[config.mk]
export PLATFORM = sky130hd
export DESIGN_NAME = xor_result_collector
export DESIGN_NICKNAME = d
export VERILOG_FILES = /design/src/rtl/xor_result_collector.sv
export SDC_FILE = /design/constraint.sdc
export NUM_CORES = 1
export LEC_CHECK = 0
export BUFFER_PORTS_ARGS = -buffer_cell sky130_fd_sc_hd__buf_4
export CORE_MARGIN = 2
export CORE_UTILIZATION = 57
export DETAILED_ROUTE_END_ITERATION = 16
export GPL_TIMING_DRIVEN = 0
export PLACE_DENSITY_LB_ADDON = 0.15
export SLEW_MARGIN = 20
export SYNTH_ARGS = -nofsm -noshare
export SYNTH_HDL_FRONTEND = slang
export SYNTH_SLANG_ARGS = --single-unit
[constraint.sdc]
create_clock -name clk -period 3.9 [get_ports clk]
set_clock_uncertainty 0.15 [all_clocks]
set_input_delay 0.585 -clock clk [delete_from_list [all_inputs] [get_ports clk]]
set_output_delay 0.585 -clock clk [all_outputs]
set_load 0.03 [all_outputs]
[src/rtl/xor_result_collector.sv]
// Packs accepted result bits MSB-first into WIDTH-bit words; flush zero-pads a partial word. Word valid the cycle after its last bit/pad.
// Backpressure: in_ready drops during PAD/HOLD until the word is taken. Optional out_parity port via `define XOR_COLLECT_PARITY_EN.
module xor_result_collector #(
    parameter int WIDTH = 8,
    parameter int CNT_W = 5
) (
    input  logic             clk,
    input  logic             rst,
    input  logic             in_valid,
    input  logic             in_bit,
    output logic             in_ready,
    input  logic             flush,
    output logic             out_valid,
    output logic [WIDTH-1:0] out_data,
    output logic [CNT_W-1:0] out_len,
`ifdef XOR_COLLECT_PARITY_EN
    output logic             out_parity,
`endif
    input  logic             out_ready
);

    typedef enum logic [1:0] {COLLECT, PAD, HOLD} state_t;

    localparam logic [CNT_W-1:0] FULL = CNT_W'(WIDTH);

    state_t             state_q;
    logic [WIDTH-1:0]   sr_q, sr_d, sr_pad;
    logic [CNT_W-1:0]   cnt_q, cnt_d, cnt_inc;
    logic [WIDTH-1:0]   out_data_q;
    logic [CNT_W-1:0]   out_len_q;
    logic               out_valid_q;
    logic               accept;
`ifdef XOR_COLLECT_PARITY_EN
    logic               parity_q;
    assign out_parity = parity_q;
`endif

    assign in_ready  = (state_q == COLLECT) && !rst;
    assign out_valid = out_valid_q;
    assign out_data  = out_data_q;
    assign out_len   = out_len_q;

    always_comb begin
        accept  = in_valid && in_ready;
        sr_d    = accept ? {sr_q[WIDTH-2:0], in_bit} : sr_q;
        cnt_d   = cnt_q + CNT_W'(accept);
        sr_pad  = {sr_q[WIDTH-2:0], 1'b0};
        cnt_inc = cnt_q + CNT_W'(1);
    end

    always_ff @(posedge clk) begin
        if (rst) begin
            state_q     <= COLLECT;
            sr_q        <= '0;
            cnt_q       <= '0;
            out_data_q  <= '0;
            out_len_q   <= '0;
            out_valid_q <= 1'b0;
`ifdef XOR_COLLECT_PARITY_EN
            parity_q    <= 1'b0;
`endif
        end else begin
            case (state_q)
                COLLECT: begin
                    sr_q  <= sr_d;
                    cnt_q <= cnt_d;
                    // A full word wins over a simultaneous flush: nothing to pad.
                    if (cnt_d == FULL) begin
                        out_data_q  <= sr_d;
                        out_len_q   <= FULL;
                        out_valid_q <= 1'b1;
`ifdef XOR_COLLECT_PARITY_EN
                        parity_q    <= ^sr_d;
`endif
                        state_q     <= HOLD;
                    end else if (flush && cnt_d != '0) begin
                        out_len_q <= cnt_d;
                        state_q   <= PAD;
                    end
                end
                PAD: begin
                    sr_q  <= sr_pad;
                    cnt_q <= cnt_inc;
                    if (cnt_inc == FULL) begin
                        out_data_q  <= sr_pad;
                        out_valid_q <= 1'b1;
`ifdef XOR_COLLECT_PARITY_EN
                        parity_q    <= ^sr_pad;
`endif
                        state_q     <= HOLD;
                    end
                end
                HOLD: begin
                    if (out_ready) begin
                        sr_q        <= '0;
                        cnt_q       <= '0;
                        out_valid_q <= 1'b0;
                        state_q     <= COLLECT;
                    end
                end
                default: state_q <= COLLECT;
            endcase
        end
    end

endmodule
# Word-level counts from Yosys, hierarchy flattened
# Index checks and enable logic that the tools add are counted.
[totals] inputBits=6 output_inout_bits=15 word_cells=49 register_bits=29
[op_classes] n_reduce_logical=14 n_addsub=2 eq_ne=8 muxes=19
[op_table] operator="$mux W8" count=4
[op_table] operator="$pmux W8 S3" count=1
[op_table] operator="$pmux W8 S2" count=1
[op_table] operator="$mux W5" count=3
[op_table] operator="$pmux W5 S3" count=1
[op_table] operator="$eq A5 B4 Y1 const B" count=2
[op_table] operator="$mux W2" count=4
[op_table] operator="$pmux W2 S3" count=1
[op_table] operator="$reduce_and A3 Y1" count=2
[op_table] operator="$add A5 B1 Y5" count=1
[op_table] operator="$add A5 B1 Y5 const B" count=1
[op_table] operator="$reduce_bool A5 Y1" count=1
[op_table] operator="$ne A2 B2 Y1 const B" count=2
[op_table] operator="$reduce_and A2 Y1" count=2
[op_table] operator="$reduce_and A4 Y1" count=1
[op_table] operator="$reduce_bool A2 Y1" count=2
[op_table] operator="$logic_and A1 B1 Y1" count=3
[op_table] operator="$mux W1" count=3
[op_table] operator="$ne A3 B1 Y1 const B" count=1
[op_table] operator="$pmux W1 S3" count=1
[op_table] operator="$reduce_bool A3 Y1" count=1
[op_table] operator="$eq A2 B1 Y1 const B" count=1
[op_table] operator="$eq A2 B2 Y1 const B" count=1
[op_table] operator="$logic_not A2 Y1" count=1
[op_table] operator="2 further kinds" count=2

# Longest topological paths before layout
# Gate-level depths: netlist of run 1.
[depth] ltp_word=9 mapped_depth=13 ltp_nobuf=10

# Worst setup path after synthesis of run 1
# Ideal clock, no wire load.
[synth_path] path_kind="register -> register" startpoint="register state_q[0]" endpoint="register state_q[0]" stages_incl_launch_ff=12 t_required_ps=3671 setup_time_ps=79 period_less_slack_ps=3223 path_slack_ps=677 t_arrival_ps=2994 path_buffers=1 path_cell_list="dfxtp_1 inv_1 ha_1 and3b_1 clkbuf_1 ha_1 ha_1 or3_1 a311o_1 mux2_4 or3_1 a211oi_2"
[synth_via] elab_chain_cells=8 word_cells_on_any_way=15 classes_between="add/sub (1); eq/ne (6); mux (2); reduce/logical (6)"
[synth_rtl] element="start, declared" line_no="26" source="state_t state_q;"
[synth_rtl] element="start signal, assigned" line_no="53" source="state_q <= COLLECT;"
[synth_rtl] element="start signal, assigned" line_no="75" source="state_q <= HOLD;"
[synth_rtl] element="start signal, assigned" line_no="78" source="state_q <= PAD;"
[synth_rtl] element="$logic_not A2 Y1" line_no="38, 63"
[synth_rtl] element="$logic_and A1 B1 Y1" line_no="38" source="assign in_ready = (state_q == COLLECT) && !rst;"
[synth_rtl] element="$logic_and A1 B1 Y1" line_no="44" source="accept = in_valid && in_ready;"
[synth_rtl] element="$add A5 B1 Y5" line_no="46" source="cnt_d = cnt_q + CNT_W'(accept);"
[synth_rtl] element="$reduce_bool A5 Y1" line_no="76" source="end else if (flush && cnt_d != '0) begin"
[synth_rtl] element="$logic_and A1 B1 Y1" line_no="76"
[synth_rtl] element="$ne A3 B1 Y1 (no line)"
[synth_rtl] element="$reduce_and A3 Y1 (no line)"
# Several ways; a longest one is shown, not always the timed one.
# A chain may end at the register's enable or synchronous reset.

# Worst setup path in the final report of run 1
[layout_path] startpoint="register state_q[0]" endpoint="register out_data_q[7], in the netlist out_data[7]"
[layout_via] elab_chain_cells=7 word_cells_on_any_way=13 classes_between="add/sub (1); eq/ne (4); mux (3); reduce/logical (5)"
[layout_rtl] element="$logic_not A2 Y1" line_no="38, 63"
[layout_rtl] element="$logic_and A1 B1 Y1" line_no="38"
[layout_rtl] element="$logic_and A1 B1 Y1" line_no="44"
[layout_rtl] element="$add A5 B1 Y5" line_no="46"
[layout_rtl] element="$eq A5 B4 Y1" line_no="68" source="if (cnt_d == FULL) begin"
[layout_rtl] element="$ne A2 B1 Y1 (no line)"
[layout_rtl] element="$reduce_and A3 Y1 (no line)"
[layout_rtl] element="end signal, assigned" line_no="69" source="out_data_q <= sr_d;"
[layout_rtl] element="end signal, assigned" line_no="85" source="out_data_q <= sr_pad;"
[layout_rtl] element="end, declared" line_no="29" source="logic [WIDTH-1:0] out_data_q;"
# Several ways; a longest one is shown, not always the timed one. The select of a mux whose other input is x is not followed.

==> results of run 1 <==
cells by family (layout without fill, tap and decap cells):
kind of cell,count (synthesis),after routing,synth area share
AO/OA/AOI/OAI,67,67,0.281
adder cells (fa/ha/maj),8,8,0.0599
XOR/XNOR,4,4,0.0210
flip-flops,29,29,0.348
buffers and inverters,25,52,0.0622
AND/OR/NAND/NOR,53,53,0.166
multiplexers,10,10,0.0629
metal layers:
metal | up-vias | GRT usage | share of wire
met5 | - | 0 | 0
met4 | 0 | 0.133 | 0.030
met3 | 14 | 0.0670 | 0.064
met2 | 72 | 0.443 | 0.50
met1 | 754 | 0.322 | 0.41
li1 | 790 | - | -
final cells by class:
class	instances	share of cell area
inverter	8	0.0157
buffer	17	0.0386
tap	31	0.0203
sequential	29	0.303
timing repair buffer	20	0.0784
multi-input combinational	142	0.515
clock buffer	7	0.0288
registers in the layout, indices dropped and copies added, names as in the netlist:
signal     count
out_data       8
sr_q           8
out_len        5
out_valid      1
state_q        2
cnt_q          5
power groups by stage:
stage	clock, µW	sequential (µW)	combinational [µW]
2_1_floorplan	0	415	435
3_3_place_gp	0	376	607
3_5_place_dp	0	379	628
4_1_cts	189	373	632
5_1_grt	199	378	716
6_report	184	373	643
critical path: cells and delay by family, from the launching register on:
kind,cells,cell delay (ns)
simple gates,2,0.52
flops,1,0.37
fa+ha+maj,3,0.76
compound gates,4,1.01
buf+inv,4,0.62
Yosys cell counts (3+ instances only):
library cell / n / area, µm²
a21oi_1: 19 / 95.1
a22oi_1: 7 / 52.6
a311oi_1: 6 / 52.6
clkbuf_1: 12 / 45.0
dfxtp_1: 29 / 581
ha_1: 8 / 100
inv_1: 8 / 30.0
mux2i_1: 9 / 90.1
nand2_1: 9 / 33.8
nand3_1: 7 / 35.0
nor2_1: 14 / 52.6
nor2b_1: 3 / 18.8
nor3_1: 5 / 25.0
o21ai_0: 7 / 35.0
o31ai_1: 9 / 67.6
o32a_1: 7 / 70.1
or3_1: 5 / 31.3
xor2_1: 3 / 26.3
how the worst max path moves through the flow:
stage,from,to
after floorplan,state_q[0]$_SDFFE_PP0P_,state_q[0]$_SDFFE_PP0P_
final,state_q[0]$_SDFFE_PP0P_,out_data[7]$_SDFFE_PP0P_
after detailed placement,state_q[0]$_SDFFE_PP0P_,out_data[7]$_SDFFE_PP0P_
after global placement,state_q[0]$_SDFFE_PP0P_,out_data[7]$_SDFFE_PP0P_
after CTS,state_q[0]$_SDFFE_PP0P_,out_data[7]$_SDFFE_PP0P_
after global routing,state_q[0]$_SDFFE_PP0P_,out_data[0]$_SDFFE_PP0P_
metrics by stage:
step / utilization / setup slack (ns) / power, µW / std cells / cell area (µm²)
after floorplan: - / 0.677 / 850 / 196 / 1670
after global placement: 0.668 / 0.476 / 983 / 247 / 1860
after detailed placement: 0.668 / 0.408 / 1010 / 247 / 1860
after CTS: 0.688 / 0.378 / 1190 / 254 / 1910
after global routing: 0.688 / 0.150 / 1290 / 254 / 1910
final: 0.688 / 0.348 / 1200 / 254 / 1910
placed cells by master, fill, tap and decap left out, types with 2 or more instances in the layout:
cell type	instances
inv_1	8
nor2b_1	3
ha_1	8
o32a_1	7
o221ai_1	2
dfxtp_1	29
mux2i_1	9
o21ai_0	7
a22oi_1	7
a21oi_1	19
nand3_1	7
nor3_1	5
o31ai_1	9
nand2_1	9
nor2_1	14
buf_4	20
a31oi_1	2
clkbuf_1	13
nand2b_1	2
buf_1	2
or3_1	5
xor2_1	3
buf_2	2
clkbuf_4	5
a311oi_1	6
==> flow_summary.ini, run 1 <==
[pwr]
clock_power_share = 0.154
seq_power_share = 0.311
combPwrFrac = 0.536
power.switching_uw = 551
switching_share = 0.459
ir_drop_mv = 0.565
power_leakage_uw = 0.000740
intPower_uw = 649
p_per_area_mw_per_mm2 = 627

[setup_path]
cp_slowest_stage_delay_ns = 0.45
crit_path_end_kind = flop
reg2reg_to = out_data[7]$_SDFFE_PP0P_
r2r_cells = 13
r2r_setup_slack_ns = 0.35
start_kind = flop
critPathArrivalTime_ns = 3.60
worstReg2RegStart = state_q[0]$_SDFFE_PP0P_
crit_chain = inv_1, ha_1, and3b_1, clkbuf_1, ha_1, ha_1, or3_1, a311o_1, o21a_1, buf_2, buf_2, o31ai_1, a21oi_1
crit_top_cell = ha_1
path_max_fanout = 10
crit_type = flop to flop
cp_data_required_time_ns = 3.95
cpMaxStageDelayCell = a311o_1

[clock_network]
ctsHoldBuffers = 0
cts_buffers = 5
postCtsSetupBuffers = 0
clockBufferDepth = 2
clk_latency_ns = 0.33
cts_sinks = 29
tritoncts = yes
clockRootBuffer = clkbuf_4
clkTransAtPathRegs_ns = 0.09
ctsResizeCount = 0
h-tree-depth = 2

[timing]
fmax_mhz = 282
setup_tns_ns = 0
period_share = 0.911
worstMarginPinSlew_ns = 0.707
setup-violations-final = 0
finalHoldViolCount = 0
relSlewSlack = 0.527
slew_violations = 0
period_needed_ns = 3.55
rsz0062_at_grt = false
worst_hold_slack_ns = 0.319

[min_path]
hold_path.startpoint = out_data[5]$_SDFFE_PP0P_
min_to = out_data[5]$_SDFFE_PP0P_
hp-class = flop to flop
hold_depth = 2

[synthesis]
synth_cell_types = 42
ys_seq_area_frac = 0.348
ys.flop_type = dfxtp_1
syn_nets = 210
ys_ff_latch = 29
synthesis.area_per_instance_um2 = 8.52
syn-cell-area_mm2 = 0.00167
async_reset_ff_frac = 0
ys_warn_count = 0
syn_inst = 196
synth_edf_count = 0

[placed_design]
place_hpwl_mm = 2.93
io_buffers = 20
place.gp.congestion = 0.829

[die]
die_y_um = 58.1
fp.dieW_um = 58.1
ioPinCount = 21
rows = 19
dieArea_mm2 = 0.00338
coreArea_mm2 = 0.00278
start_util = 0.601

[route]
ant_nets = 0
route.vias.total = 1630
avgRoutedWirePerCell_um = 15.8
drc = 0
viasPerCell = 6.42
drt_iter0_markers = 106
drtPass1Iterations = 4
wl_mm = 4.00

[global_routing]
grt_pass1_vias = 1577
grt_max_degree = 11
grt_first_pass_wirelength_mm = 6.95
grt.total_usage = 0.268
grt_antenna_before_repair = 0
grt-ovfl-total = 0

[cells_and_area]
antenna_cells = 0
final-seq-area_um2 = 581
syn_to_final_growth_pct = 14.6
nNetsFinal = 237
multi_input_area_um2 = 986
post_route_cells_drive_above_1_share = 0.143
fillCellCount = 253

[job]
cap_violations = 0

[outcome]
status = completed
(Power assumes the default switching activity.)
==> inputs of run 2 (changes only) <==
--- a/config.mk
+++ b/config.mk
@@ -5,12 +5,13 @@
 export SDC_FILE = /design/constraint.sdc
 export NUM_CORES = 1
 export LEC_CHECK = 0
+export ABC_CLOCK_PERIOD_IN_PS = 3200
 export BUFFER_PORTS_ARGS = -buffer_cell sky130_fd_sc_hd__buf_4
 export CORE_MARGIN = 2
-export CORE_UTILIZATION = 57
+export CORE_UTILIZATION = 51
 export DETAILED_ROUTE_END_ITERATION = 16
 export GPL_TIMING_DRIVEN = 0
-export PLACE_DENSITY_LB_ADDON = 0.15
+export PLACE_DENSITY = 0.74
 export SLEW_MARGIN = 20
 export SYNTH_ARGS = -nofsm -noshare
 export SYNTH_HDL_FRONTEND = slang
==> constraint.sdc (replaced) <==
create_clock -name clk -period 3.2 [get_ports clk]
set_clock_uncertainty 0.15 [all_clocks]
set_input_delay 0.48 -clock clk [delete_from_list [all_inputs] [get_ports clk]]
set_output_delay 0.48 -clock clk [all_outputs]
set_load 0.03 [all_outputs]
==> run 2 against run 1 <==
Maximum frequency rose by 15%. Setup slack worse by 0.24 ns. Critical path depth is 2 lower. Utilization shrank 3.3 points. Flip-flop and latch count is the same. Global-route usage decreased by 1.4 points. Critical endpoint is now out_valid$_SDFFE_PP0P_.
==> flow_summary.ini, run 2 (synthesized netlist as in run 1, its figures left out) <==
[cells_and_area]
final_common_cell = dfxtp_1
fillCellCount = 286
syn_to_final_growth_pct = 20.8
layout_common_cells = dfxtp_1 (27), buf_4 (21), a21oi_1 (18)
nNetsFinal = 236
post_route_cells_drive_above_1_share = 0.229
layoutNonFillerInstCount = 267
antenna_cells = 0

[placed_design]
post-place-ws_ns = -0.243
placedCellCount = 260
place_hpwl_mm = 2.95
io_buffers = 20
place.gp.congestion = 0.835

[timing]
setup_tns_ns = 0
finalHoldViolCount = 0
period_needed_ns = 3.10
relSlewSlack = 0.477
period_share = 0.968
slew_violations = 0
post-route-worst-setup-slack_ns = 0.103
setup-violations-final = 0
worst_hold_slack_ns = 0.281
worstMarginPinSlew_ns = 0.781
fmax_mhz = 323

[min_path]
hold_path.startpoint = in_bit
hold_depth = 3
min_to = sr_q[0]$_SDFFE_PP0P_
hp-class = input pin to flop

[pwr]
p_per_area_mw_per_mm2 = 779
total_power_uw = 1570
switching_share = 0.466
seq_power_share = 0.292
power_leakage_uw = 0.000744
clock_power_share = 0.136
combPwrFrac = 0.572
intPower_uw = 840
power.switching_uw = 733
ir_drop_mv = 0.499

[clock_network]
tritoncts = yes
clockBufferDepth = 2
cts_sinks = 29
clockRootBuffer = clkbuf_4
h-tree-depth = 2
cts_buffers = 5
clkTransAtPathRegs_ns = 0.10
ctsHoldBuffers = 0
clk_latency_ns = 0.33

[die]
coreArea_mm2 = 0.00308
dieArea_mm2 = 0.00375
die_y_um = 61.2
rows = 20
fp.dieW_um = 61.2
ioPinCount = 21
start_util = 0.543

[setup_path]
cp_data_required_time_ns = 3.31
r2r_setup_slack_ns = 0.10
r2r_cells = 11
crit_type = flop to flop
cpMaxStageDelayCell = or4_4
start_kind = flop
reg2reg_to = out_valid$_SDFFE_PP0P_
cp_slowest_stage_delay_ns = 0.43
worstReg2RegStart = state_q[0]$_SDFFE_PP0P_
critPathBufInv = 2
crit_chain = inv_1, ha_4, and3b_2, ha_2, ha_4, or3_1, a311o_1, o21a_1, clkbuf_4, or4_4, a21oi_2
crit_top_cell = ha_4
path_max_fanout = 10
critPathTopFamily = simple AND/OR/NAND/NOR gates
critPathArrivalTime_ns = 3.21
crit_path_end_kind = flop

[route]
drtPass1Iterations = 4
ant_nets = 0
viasPerCell = 6.05
drt_iter0_markers = 74
route.vias.total = 1616
drc = 0
wl_mm = 4.16
avgRoutedWirePerCell_um = 15.6

[global_routing]
grt-ovfl-total = 0
grt_pass1_vias = 1606
grt_first_pass_wirelength_mm = 7.07
grt.total_usage = 0.254
grt_max_degree = 11
grt_antenna_before_repair = 0

[outcome]
status = completed

[job]
cap_violations = 0
==> run 2: power groups by stage <==
stage               logic [µW]  clock network (µW)  registers (µW)
floorplan                  531                   0             505
global placement           745                   0             458
detailed placement         767                   0             462
CTS                        809                 222             456
global route               981                 240             467
finish                     899                 214             460
==> run 2: worst register-to-register path: stages (launching register included) <==
cell      delay [ns]
dfxtp_2         0.35
inv_1           0.10
ha_4            0.19
and3b_2         0.25
ha_2            0.20
ha_4            0.18
or3_1           0.31
a311o_1         0.35
o21a_1          0.20
clkbuf_4        0.18
or4_4           0.43
a21oi_2         0.13
==> run 2: per-layer routing <==
layer,global-route usage,vias to the layer above,share of wire
met5,0,-,0
met4,0.0870,0,0.013
met3,0.0672,6,0.052
met2,0.429,48,0.50
met1,0.313,773,0.44
li1,-,789,-
==> run 2: metrics by stage <==
step,utilization,area (µm²)
finish,0.656,2020
global route,0.656,2020
CTS,0.633,1950
detailed placement,0.609,1880
global placement,0.609,1880
floorplan,-,1670
==> run 2: worst max-delay path by stage <==
stage / startpoint / endpoint / slack, ns / cells past startpoint
global placement: state_q[0]$_SDFFE_PP0P_ / out_data[7]$_SDFFE_PP0P_ / -0.14 / 13
global route: state_q[0]$_SDFFE_PP0P_ / out_valid$_SDFFE_PP0P_ / -0.009 / 11
finish: state_q[0]$_SDFFE_PP0P_ / out_valid$_SDFFE_PP0P_ / 0.10 / 11
detailed placement: state_q[0]$_SDFFE_PP0P_ / out_data[1]$_SDFFE_PP0P_ / -0.24 / 13
floorplan: state_q[0]$_SDFFE_PP0P_ / state_q[0]$_SDFFE_PP0P_ / 0.06 / 11
CTS: state_q[0]$_SDFFE_PP0P_ / out_data[1]$_SDFFE_PP0P_ / 0.01 / 12
==> run 2: layout make-up <==
| type | instances | area [µm²] | area share |
|---|---|---|---|
| plain buffers | 15 | 75.1 | 0.0372 |
| flip-flops and latches | 29 | 583 | 0.289 |
| inverters | 8 | 30.0 | 0.0149 |
| repair buffers | 21 | 158 | 0.0781 |
| well taps | 44 | 55.1 | 0.0273 |
| clock inverters | 2 | 10.0 | 0.00496 |
| clock buffers | 6 | 41.3 | 0.0205 |
| multi-input cells | 142 | 1070 | 0.528 |
==> run 2: repair_timing <==
item	4_1_cts	5_1_grt
hold endpoints to repair	0	0
endpoints found under the setup margin	14	14
pin swaps	1	1
gates resized for setup	7	15
buffers inserted	1	0
